--- config.mk ---
export PLATFORM = sky130hd
export DESIGN_NAME = cpu_bus_ctrl
export DESIGN_NICKNAME = d
export VERILOG_FILES = /design/src/rtl/cpu_bus_ctrl_pkg.sv /design/src/rtl/cpu_bus_ctrl_oam_dma.sv /design/src/rtl/cpu_bus_ctrl.sv
export SDC_FILE = /design/constraint.sdc
export NUM_CORES = 1
export LEC_CHECK = 0
export ABC_AREA = 1
export CAP_MARGIN = 30
export CORE_MARGIN = 4
export CORE_UTILIZATION = 36
export CTS_BUF_LIST = sky130_fd_sc_hd__clkbuf_8
export DETAILED_ROUTE_END_ITERATION = 7
export HOLD_SLACK_MARGIN = 0.02
export PLACE_DENSITY = 0.79
export SYNTH_ARGS = -nofsm -noshare
export SYNTH_HDL_FRONTEND = slang
export SYNTH_SLANG_ARGS = --single-unit
--- constraint.sdc ---
create_clock -name clk_ph1 -period 1.37 [get_ports clk_ph1]
set_input_delay 0.2055 -clock clk_ph1 [delete_from_list [all_inputs] [get_ports clk_ph1]]
set_output_delay 0.2055 -clock clk_ph1 [all_outputs]
set_load 0.005 [all_outputs]
--- src/rtl/cpu_bus_ctrl_pkg.sv ---
// Shared CPU bus definitions: region codes, OAM DMA state encodings,
// address-map constants and the address decoder used by the bus blocks.
package cpu_bus_ctrl_pkg;

   localparam logic [15:0] RAM_LAST = 16'h1FFF;
   localparam logic [15:0] PPU_LAST = 16'h3FFF;
   localparam logic [15:0] PRG_BASE = 16'h8000;

   typedef enum logic [2:0] {
      RGN_NONE,
      RGN_RAM,
      RGN_PPU,
      RGN_PRG,
      RGN_DMA
   } region_e;

   typedef enum logic [1:0] {
      DMA_IDLE,
      DMA_ALIGN,
      DMA_RD,
      DMA_WR
   } dma_state_e;

   function automatic region_e decode_region(input logic [15:0] addr,
                                             input logic [15:0] dma_reg_addr);
      if (addr <= RAM_LAST) return RGN_RAM;
      if (addr <= PPU_LAST) return RGN_PPU;
      if (addr == dma_reg_addr) return RGN_DMA;
      if (addr >= PRG_BASE) return RGN_PRG;
      return RGN_NONE;
   endfunction

endpackage

--- src/rtl/cpu_bus_ctrl_oam_dma.sv ---
// OAM DMA sequencer: one alignment cycle, then 256 read/write pairs copying
// page {page, idx} into sprite OAM.
module oam_dma
   import cpu_bus_ctrl_pkg::*;
(
   input  logic        clk_i,
   input  logic        rst_ni,
   input  logic        start_i,
   input  logic [7:0]  page_i,
   output logic        busy_o,
   output logic        rd_o,
   output logic        oam_we_o,
   output logic [7:0]  oam_addr_o,
   output logic [15:0] src_addr_o
);

   dma_state_e state_d, state_q;
   logic [7:0] idx_d, idx_q;
   logic [7:0] page_d, page_q;

   always_ff @(posedge clk_i) begin
      if (!rst_ni) begin
         state_q <= DMA_IDLE;
         idx_q   <= '0;
         page_q  <= '0;
      end else begin
         state_q <= state_d;
         idx_q   <= idx_d;
         page_q  <= page_d;
      end
   end

   always_comb begin
      state_d = state_q;
      idx_d   = idx_q;
      page_d  = page_q;
      unique case (state_q)
         DMA_IDLE: begin
            if (start_i) begin
               state_d = DMA_ALIGN;
               page_d  = page_i;
               idx_d   = '0;
            end
         end
         DMA_ALIGN: state_d = DMA_RD;
         DMA_RD:    state_d = DMA_WR;
         DMA_WR: begin
            idx_d   = idx_q + 8'd1;
            state_d = (idx_q == 8'hFF) ? DMA_IDLE : DMA_RD;
         end
         default:   state_d = DMA_IDLE;
      endcase
   end

   // Strobe gated by reset so an aborted transfer never writes during the reset cycle.
   assign busy_o     = (state_q != DMA_IDLE);
   assign rd_o       = (state_q == DMA_RD);
   assign oam_we_o   = rst_ni && (state_q == DMA_WR);
   assign oam_addr_o = idx_q;
   assign src_addr_o = {page_q, idx_q};

endmodule

--- src/rtl/cpu_bus_ctrl.sv ---
// CPU bus controller: address decode, 1-cycle read-return mux with open-bus
// latch, and arbitration between CPU accesses and the OAM DMA engine.
module cpu_bus_ctrl
   import cpu_bus_ctrl_pkg::*;
#(
   parameter logic [15:0] DMA_REG_ADDR = 16'h4014,
   parameter int unsigned RAM_AW       = 11
) (
   input  logic              clk_ph1,
   input  logic              rst,
   input  logic [15:0]       cpu_addr,
   input  logic              cpu_rw,
   input  logic [7:0]        cpu_wdata,
   output logic [7:0]        cpu_rdata,
   output logic              cpu_rdy,
   output logic [RAM_AW-1:0] ram_addr,
   output logic              ram_we,
   output logic [7:0]        ram_wdata,
   input  logic [7:0]        ram_rdata,
   output logic [14:0]       prg_addr,
   input  logic [7:0]        prg_rdata,
   output logic              ppu_cs,
   output logic              ppu_we,
   output logic [2:0]        ppu_reg,
   output logic [7:0]        ppu_wdata,
   input  logic [7:0]        ppu_rdata,
   output logic              oam_we,
   output logic [7:0]        oam_addr,
   output logic [7:0]        oam_wdata
);

   region_e     cpu_rgn, src_rgn;
   region_e     rgn_d, rgn_q;
   logic [7:0]  rd_mux;
   logic [7:0]  ob_d, ob_q;
   logic        cpu_wr;
   logic        dma_start;
   logic        dma_busy;
   logic        dma_rd;
   logic [15:0] src_addr;

   oam_dma u_oam_dma (
      .clk_i      (clk_ph1),
      .rst_ni     (rst),
      .start_i    (dma_start),
      .page_i     (cpu_wdata),
      .busy_o     (dma_busy),
      .rd_o       (dma_rd),
      .oam_we_o   (oam_we),
      .oam_addr_o (oam_addr),
      .src_addr_o (src_addr)
   );

   always_ff @(posedge clk_ph1) begin
      if (!rst) begin
         rgn_q <= RGN_NONE;
         ob_q  <= '0;
      end else begin
         rgn_q <= rgn_d;
         ob_q  <= ob_d;
      end
   end

   always_comb begin
      cpu_rgn = decode_region(cpu_addr, DMA_REG_ADDR);
      src_rgn = decode_region(src_addr, DMA_REG_ADDR);
      cpu_wr  = rst && !dma_busy && !cpu_rw;

      // DMA reads from PPU, unmapped or the DMA register fall back to open bus.
      rgn_d = RGN_NONE;
      if (dma_busy) begin
         if (dma_rd && (src_rgn == RGN_RAM || src_rgn == RGN_PRG)) rgn_d = src_rgn;
      end else if (cpu_rw && cpu_rgn != RGN_DMA) begin
         rgn_d = cpu_rgn;
      end

      unique case (rgn_q)
         RGN_RAM: rd_mux = ram_rdata;
         RGN_PPU: rd_mux = ppu_rdata;
         RGN_PRG: rd_mux = prg_rdata;
         default: rd_mux = ob_q;
      endcase

      ob_d      = cpu_wr ? cpu_wdata : rd_mux;
      cpu_rdata = rd_mux;
      oam_wdata = rd_mux;
      cpu_rdy   = !dma_busy;

      ram_addr  = dma_busy ? src_addr[RAM_AW-1:0] : cpu_addr[RAM_AW-1:0];
      prg_addr  = dma_busy ? src_addr[14:0] : cpu_addr[14:0];
      ram_we    = cpu_wr && (cpu_rgn == RGN_RAM);
      ram_wdata = cpu_wdata;

      ppu_cs    = rst && !dma_busy && (cpu_rgn == RGN_PPU);
      ppu_we    = ppu_cs && !cpu_rw;
      ppu_reg   = cpu_addr[2:0];
      ppu_wdata = cpu_wdata;

      dma_start = cpu_wr && (cpu_rgn == RGN_DMA);
   end

endmodule

==> results.yml, run 1 <==
outcome:
  status: "complete, but fails checks"
  violations: "setup timing"
clocking:
  hold_buffers: 0
  clk_pin_slew_ns: 0.06
  insertion_delay_ns: 0.28
  cts_buffers: 5
  h-tree-depth: 2
  cts_tree: "yes"
  clockRootBuffer: "clkbuf_8"
  clock_sinks: 29
  cts.path.max_buffers: 2
worst_setup_path:
  worstPathRequired_ns: 1.16
  cp-end-kind: "output pin"
  cp_max_fo: 5
  crit_chain: "inv_2 > nand2_2 > inv_4 > nand2_8 > buf_6 > nor2_1 > nor2_2 > nand3_2 > buf_2"
  crit_arrival_ns: 1.46
  cp-start-kind: "register"
  cp_slowest_cell: "dfxtp_2"
  path_class: "reg2out"
  slowest_delay_ns: 0.31
drt:
  wl_per_cell_um: 15.5
  first_iter_violations: 130
  vias_per_cell: 4.90
  first_pass_iters: 4
  drc_errors: 0
  final_antenna_net_count: 0
  num_vias: 2907
  wirelength_um: 9170
placement:
  place.gp.congestion: 0.833
  dp_cells: 557
  hpwlAfterDp_um: 5870
  port_buffers: 124
  placed_cell_area_um2: 3610
synth:
  synthCells: 360
  syn-cell-area_um2: 2250
  yosys_register_bits: 29
  netlist-cell-type-count: 27
  yosys_warnings: 0
  syn_avg_cell_area_um2: 6.26
  synth_seq_area_share_pct: 25.8
  syn_nets: 413
timing:
  timing.fmax_ghz: 0.602
  finalHoldViolCount: 0
  fin_crit_sh_pct: 121
  final_max_slew_viol_count: 0
  skew_ns: 0.00560
  setup_tns_ns: -8.95
  setup_viol: 55
  setup_ws_ns: -0.292
  rsz0062_at_grt: "true"
  whs_ns: 0.478
  period_minus_slack_ns: 1.66
global_routing:
  grt_pass1_wl_um: 13900
  grt_usage_pct: 22.9
  antenna_found_initial: 0
  first_global_vias: 2989
  gr-total-overflow: 0
  grt_max_degree: 18
cells_and_area:
  layout-area-overhead-vs-synth_pct: 89.2
  diodes: 0
  drive_gt1_share_pct: 51.4
  regArea_um2: 594
  final_cells: 593
  fillCellCount: 485
  final_nets: 570
  design_area_um2: 4260
  multi_input_area_um2: 1520
floorplanning:
  ioPinCount: 125
  start_util_pct: 37.6
  die_x_um: 87.1
  die-height_um: 87.1
  die-area_um2: 7590
  core-area_um2: 5990
  fp-row-count: 28
power:
  total_power_uw: 2430
  leakage_uw: 0.00221
  ir_worst_vdd_v: 0.000339
  power_density_nw_per_um2: 570
run:
  max_cap_violations: 0
worst_hold_path:
  hp-class: "reg2reg"
==> cell usage in the layout, fill, tap and decap left out, types with 5 or more instances in the layout <==
master,count
dfxtp_2,5
inv_1,45
nand3_1,13
a21oi_2,7
buf_4,49
nand2_1,44
buf_2,43
nor2_2,18
nor2_4,8
dfxtp_1,22
dlygate4sd2_1,30
clkbuf_8,7
nand2_4,11
clkdlybuf4s50_1,46
o21ai_2,20
nand3_2,14
buf_6,28
nand4_1,10
nor2_1,24
inv_2,9
o21ai_0,6
nand2_2,26
==> cell usage after synthesis <==
| library cell | number | share of area [%] |
|---|---|---|
| or2_2 | 1 | 0.28 |
| conb_1 | 1 | 0.17 |
| buf_2 | 5 | 1.1 |
| o21a_1 | 1 | 0.33 |
| o21ai_2 | 6 | 2.3 |
| inv_2 | 9 | 1.5 |
| nand2_1 | 78 | 13 |
| o21ai_0 | 13 | 2.9 |
| inv_1 | 48 | 8.0 |
| dfxtp_1 | 29 | 26 |
| nand3_4 | 1 | 0.78 |
| buf_4 | 47 | 16 |
| nand2_2 | 5 | 1.4 |
| a21oi_1 | 9 | 2.0 |
| nand4_1 | 10 | 2.8 |
| nor3_1 | 2 | 0.44 |
| nor2_4 | 1 | 0.50 |
| clkbuf_1 | 1 | 0.17 |
| nor2_1 | 44 | 7.3 |
| nor4_2 | 1 | 0.56 |
| and3_1 | 1 | 0.28 |
| nor2_2 | 5 | 1.4 |
| nor2_8 | 1 | 0.89 |
| ha_1 | 2 | 1.1 |
| nand3_1 | 27 | 6.0 |
| o21ai_1 | 11 | 2.4 |
| nand3b_4 | 1 | 0.89 |
==> worst max-delay path, delay by kind of cell, from the launching register on <==
family,cells,cell delay [ns]
and+or+nand+nor,5,0.45
buffers and inverters,4,0.41
DFF,1,0.31
==> cell families after synthesis <==
family	after synthesis	synth area share, %
fa+ha+maj	2	1.11
compound gates	40	10.0
buf+inv	110	26.4
simple gates	178	36.5
flops	29	25.8
other cells	1	0.167
==> power breakdown <==
| group | leakage, uW | internal, uW | switching [uW] |
|---|---|---|---|
| clock network | 0.0000542 | 453 | 311 |
| registers | 0.000239 | 869 | 18.1 |
| logic | 0.00192 | 427 | 350 |
==> timing repair <==
| action | CTS | global route |
|---|---|---|
| pin swaps | 23 | 26 |
| endpoints found under the setup margin | 100 | 75 |
| setup buffers | 28 | 9 |
| gates cloned | 2 | 0 |
| gates resized for setup | 324 | 72 |
==> worst paths after layout <==
| check | start | to | slack (ns) | cells past startpoint |
|---|---|---|---|---|
| worst max-delay path | rgn_q[2]$_SDFF_PN0_ | oam_wdata[0] | -0.29 | 9 |
| worst min-delay path | u_oam_dma.page_q[1]$_SDFFE_PN0P_ | u_oam_dma.page_q[1]$_SDFFE_PN0P_ | 0.48 | 2 |
| worst max register to register | u_oam_dma.state_q[1]$_SDFFE_PN0P_ | u_oam_dma.page_q[7]$_SDFFE_PN0P_ | -0.19 | 9 |
| worst min register to register | u_oam_dma.page_q[1]$_SDFFE_PN0P_ | u_oam_dma.page_q[1]$_SDFFE_PN0P_ | 0.48 | 2 |
==> cell type report <==
class	count	share of cell area [%]
clock buffer	7	2.26
sequential	29	13.9
clock inverter	1	0.117
tap	75	2.20
timing repair buffer	202	40.4
multi-input combinational	222	35.7
inverter	57	5.37
==> registers in the layout (all words and copies together) (netlist names) <==
| signal | flops |
|---|---|
| ob_q | 8 |
| u_oam_dma.oam_addr_o | 8 |
| u_oam_dma.page_q | 8 |
| rgn_q | 3 |
| u_oam_dma.state_q | 2 |
==> layer usage <==
layer | vias up | track usage, % | wire length (um)
met5 | - | 0 | 0
met4 | 0 | 7.11 | 244
met3 | 24 | 5.39 | 806
met2 | 146 | 45.0 | 4880
met1 | 1341 | 23.6 | 3240
li1 | 1396 | - | -
==> metrics by stage <==
stage,worst slack (ns),utilization (%)
after global placement,-0.460,60.3
after floorplan,-0.0212,-
after global routing,-0.362,71.1
after detailed placement,-0.487,60.3
final,-0.292,71.1
after CTS,-0.248,67.2
No activity file was read; power rests on OpenSTA's default activity.
==> inputs of run 2 (changes only) <==
- CORE_MARGIN: 4 -> 1.5
==> run 2 against run 1 <==
The run still ends with setup timing left. Routed wire length decreased by 10%. Clock power shrank 7.2%. Worst setup slack worse by 0.014 ns. Design area rose by 2.8%. Die area fell by 11%. Count of clock-buffer cells in the layout fell by 1. Register-to-register slack lost 0.05 ns. Critical path type unchanged. Global-route usage grew 0.51 points. Combinational power is 5.5% higher.
==> results.yml, run 2 (synthesis results as in run 1) <==
timing:
  timing.fmax_ghz: 0.597
  final_max_slew_viol_count: 0
  setup_viol: 71
  period_minus_slack_ns: 1.68
  rsz0062_at_grt: "true"
  setup_ws_ns: -0.306
  fin_crit_sh_pct: 122
  finalHoldViolCount: 0
  skew_ns: 0.00389
floorplanning:
  die-area_um2: 6740
  core-area_um2: 5990
  fp-row-count: 28
  die_x_um: 82.1
  ioPinCount: 125
  start_util_pct: 37.6
  die-height_um: 82.1
drt:
  wirelength_um: 8260
  first_iter_violations: 85
  first_pass_iters: 7
  final_antenna_net_count: 0
  drc_errors: 0
  num_vias: 2846
  vias_per_cell: 4.72
  wl_per_cell_um: 13.7
global_routing:
  gr-total-overflow: 0
  grt_max_degree: 18
  met2_usage_pct: 44.3
  busiest_layer: "met2"
  met1_usage_pct: 24.5
  grt_usage_pct: 23.4
  grt_use_met3_pct: 5.49
  first_global_vias: 2751
  grt_pass1_wl_um: 12200
  antenna_found_initial: 0
clocking:
  clock_sinks: 29
  cts.path.max_buffers: 2
  insertion_delay_ns: 0.28
  hold_buffers: 0
  cts_buffers: 5
  cts_tree: "yes"
  clockRootBuffer: "clkbuf_8"
  clk_pin_slew_ns: 0.06
  h-tree-depth: 2
power:
  total_power_uw: 2420
  leakage_uw: 0.00233
  power_density_nw_per_um2: 552
  ir_worst_vdd_v: 0.000499
worst_setup_path:
  crit_top_cell: "buf_12"
  r2r_start: "u_oam_dma.state_q[0]$_SDFFE_PN0P_"
  crit_chain: "nor2_4 > buf_12 > buf_12 > buf_6 > nand3b_4 > nor4_4 > buf_2"
  rrSetupSlack_ns: -0.24
  worstPathRequired_ns: 1.16
  cp_slowest_cell: "dfxtp_2"
  path_class: "reg2out"
  crit_arrival_ns: 1.47
  worstReg2RegEnd: "u_oam_dma.page_q[7]$_SDFFE_PN0P_"
  crit_start: "u_oam_dma.state_q[0]$_SDFFE_PN0P_"
  cp-start-kind: "register"
  r2r_cells: 10
  cp-end-kind: "output pin"
  slowest_delay_ns: 0.33
  cp_max_fo: 4
worst_hold_path:
  hold_end: "rgn_q[0]$_SDFF_PN0_"
  min_path_cells: 4
  hp-start: "cpu_addr[14]"
  hp-class: "in2reg"
cells_and_area:
  diodes: 0
  layout-area-overhead-vs-synth_pct: 94.4
  fillCellCount: 470
  multi_input_area_um2: 1520
  design_area_um2: 4380
  final_nets: 581
  drive_gt1_share_pct: 49.8
  regArea_um2: 594
  layout_common_cells: "65 x buf_4, 47 x clkdlybuf4s50_1, 46 x inv_1"
  final_common_cell: "buf_4"
placement:
  port_buffers: 124
  placed_cell_area_um2: 3640
  hpwlAfterDp_um: 5430
  place.gp.congestion: 0.927
outcome:
  status: "complete, but fails checks"
  violations: "setup timing"
run:
  max_cap_violations: 0
-- run 2: changes by cell type in the layout (fill, tap and decap cells not counted), moves of 3 or more --
cell            previous run  this run
nor2_1                    24        30
buf_4                     49        65
nand2_1                   44        41
a21oi_1                    2         7
nand3_4                    2         6
nand2_4                   11        17
a21oi_2                    7         2
buf_2                     43        36
nor2_2                    18        12
dlygate4sd2_1             30        24
nand3_2                   14         9
dlymetal6s2s_1             1         6
-- run 2: critical path, delay by kind of cell, from the launching register on --
family	cells	cell delay, ns
flops	1	0.33
simple gates	3	0.38
buf+inv	4	0.47
-- run 2: final cells by class --
class | count | share of cell area [%]
clock buffer | 6 | 1.89
clock inverter | 1 | 0.0857
inverter | 57 | 5.23
multi-input combinational | 222 | 34.6
sequential | 29 | 13.6
tap | 75 | 2.14
timing repair buffer | 213 | 42.5
-- run 2: report_power, final --
group | leakage, uW | internal (uW) | switching [uW]
Clock | 0.0000485 | 390 | 319
Sequential | 0.000239 | 869 | 18.7
Combinational | 0.00204 | 469 | 351
Total | 0.00233 | 1730 | 688
-- run 2: metal layers --
layer  part of all wire (%)  vias to the layer above  routed length (um)
met1                     39                     1291                3200
met3                    7.2                       15                 591
li1                       -                     1411                   -
met5                      0                        -                   0
met4                    2.0                        0                 164
met2                     52                      129                4300
-- run 2: how the worst max path moves through the flow --
stage / end / depth (start not counted)
detailed placement: ram_we / 4
finish: ram_we / 7
floorplan: ram_addr[0] / 5
global placement: ram_we / 4
global route: ram_we / 7
CTS: ram_we / 7
-- run 2: per-stage QoR --
| step | util (%) | instances | worst slack, ns | hold slack (ns) | TNS [ns] |
|---|---|---|---|---|---|
| after floorplan | - | 360 | -0.0212 | 0.352 | -0.127 |
| final | 73.1 | 603 | -0.306 | 0.463 | -13.78 |
| after global placement | 60.7 | 560 | -0.455 | 0.455 | -20.33 |
| after detailed placement | 60.7 | 560 | -0.533 | 0.460 | -21.78 |
| after global routing | 73.1 | 603 | -0.374 | 0.500 | -18.72 |
| after CTS | 66.9 | 596 | -0.289 | 0.475 | -12.64 |
-- run 2: timing repair --
action	in CTS	in global routing
gates cloned	1	0
setup buffers	28	11
endpoints found under the setup margin	98	76
endpoints found under the hold margin	0	0
resized for setup	306	80
pin swaps	18	26
==> inputs of run 3 (changes only) <==
- CAP_MARGIN: 30 -> 20
- CORE_UTILIZATION: 36 -> 60
- DONT_BUFFER_PORTS: not set -> 1
==> run 3 against run 2 <==
The run still ends with setup timing left. Sequential power rose by 0.6%. Total power is 0.96% lower. Design area decreased by 33%. Via count is 22% lower. Clock power increased by 51%. Critical path depth fell by 2. Fmax grew 8.7%. Sequential share of layout area rose by 6.7 points. Largest cell class is now multi-input combinational cells. Largest power group is now clock.
==> results.yml, run 3 (synthesis results as in run 1) <==
cells_and_area:
  fin_util_pct: 80.2
  final_nets: 405
  design_area_um2: 2920
  final_common_cell: "nand2_1"
  fillCellCount: 211
  layout_common_cells: "57 x nand2_1, 45 x inv_1, 26 x buf_4"
  layout-area-overhead-vs-synth_pct: 29.4
  drive_gt1_share_pct: 43.1
  diodes: 0
timing:
  finalHoldViolCount: 0
  setup_ws_ns: -0.172
  rsz0062_at_grt: "true"
  period_minus_slack_ns: 1.54
  final_max_slew_viol_count: 0
  skew_ns: 0.00790
  fin_crit_sh_pct: 113
  whs_ns: 0.0523
  setup_viol: 53
  timing.fmax_ghz: 0.649
run:
  max_cap_violations: 0
placement:
  port_buffers: 0
  place.gp.congestion: 0.819
  pre_cts_ws_ns: 0.0194
  placed_cell_area_um2: 2040
  hpwlAfterDp_um: 3610
worst_hold_path:
  hp-class: "in2reg"
worst_setup_path:
  cp-end-kind: "output pin"
  path_class: "reg2out"
  worstPathRequired_ns: 1.16
  cp_max_fo: 8
  crit_arrival_ns: 1.34
  cp-start-kind: "register"
clocking:
  clockRootBuffer: "clkbuf_8"
  insertion_delay_ns: 0.29
  clk_pin_slew_ns: 0.07
  cts.path.max_buffers: 2
  cts_tree: "yes"
  cts_buffers: 5
  clock_sinks: 29
  h-tree-depth: 2
floorplanning:
  core-area_um2: 3630
  start_util_pct: 62.0
  die-height_um: 64.3
  die-area_um2: 4130
  fp-row-count: 22
  die_x_um: 64.3
  ioPinCount: 125
drt:
  final_antenna_net_count: 0
  first_iter_violations: 146
  vias_per_cell: 5.54
  first_pass_iters: 4
  num_vias: 2223
  wl_per_cell_um: 17.0
  drc_errors: 0
  wirelength_um: 6810
power:
  power_density_nw_per_um2: 821
  ir_worst_vdd_v: 0.000690
  leakage_uw: 0.00140
global_routing:
  gr-total-overflow: 0
  first_global_vias: 1941
  grt_usage_pct: 26.7
  antenna_found_initial: 0
  grt_max_degree: 17
  grt_pass1_wl_um: 8530
outcome:
  status: "complete, but fails checks"
  violations: "setup timing"
run 3: cell types whose count changed in the layout (fill, tap and decap cells not counted), sizes merged:
cell,previous run,this run
dlygate4sd3,0,1
inv,58,56
buf,135,35
dlygate4sd2,24,0
clkinv,0,1
clkdlybuf4s50,47,0
dlymetal6s2s,6,0
clkdlybuf4s15,1,0
bufinv,0,2
clkinvlp,0,1
run 3: routing by layer:
metal / track usage (%) / share of wire, % / wire length (um)
met5: 0 / 0 / 0
met4: 8.51 / 4.2 / 284
met3: 7.04 / 4.5 / 308
met2: 51.0 / 56 / 3830
met1: 27.9 / 35 / 2390
run 3: what timing repair did:
item | 4_1_cts | 5_1_grt
pin swaps | 19 | 22
resized for setup | 59 | 74
setup endpoints to repair | 44 | 68
cloned | 0 | 2
setup buffers | 17 | 5
hold buffers | 0 | 1
hold endpoints to repair | 0 | 1
run 3: cell type report:
| class | count | area (um^2) | share of cell area (%) |
|---|---|---|---|
| clock buffer | 5 | 68.8 | 2.36 |
| multi-input combinational | 222 | 1540 | 52.7 |
| inverter | 57 | 233 | 7.98 |
| clock inverter | 3 | 65.1 | 2.23 |
| sequential | 29 | 592 | 20.3 |
| tap | 48 | 60.1 | 2.06 |
| timing repair buffer | 37 | 362 | 12.4 |
run 3: worst paths after layout:
| kind | from | endpoint | slack (ns) | cells past startpoint |
|---|---|---|---|---|
| max | u_oam_dma.state_q[1]$_SDFFE_PN0P_ | ram_addr[1] | -0.17 | 5 |
| min | rst | u_oam_dma.oam_addr_o[0]$_SDFFE_PN0P_ | 0.05 | 2 |
| max reg2reg | u_oam_dma.state_q[1]$_SDFFE_PN0P_ | u_oam_dma.page_q[6]$_SDFFE_PN0P_ | -0.15 | 8 |
| min reg2reg | u_oam_dma.page_q[1]$_SDFFE_PN0P_ | u_oam_dma.page_q[1]$_SDFFE_PN0P_ | 0.49 | 2 |
run 3: report_power, final:
part | internal, uW | switching [uW] | total (uW) | leakage [uW]
registers | 869 | 24.1 | 893 | 0.000238
clock network | 722 | 350 | 1070 | 0.0000681
logic | 188 | 240 | 428 | 0.00110
run 3: through the flow:
step	power [uW]	TNS [ns]	std cells
finish	2390	-5.71	401
detailed placement	1140	0	369
CTS	2290	-2.52	394
global placement	1140	0	369
global route	2480	-8.99	401
floorplan	1200	-0.127	360
run 3: worst max-delay path, cell delays in order (launching register included):
cell       delay (ns)
dfxtp_2          0.37
nor2_4           0.07
buf_4            0.14
clkbuf_16        0.15
buf_4            0.15
o21ai_4          0.17
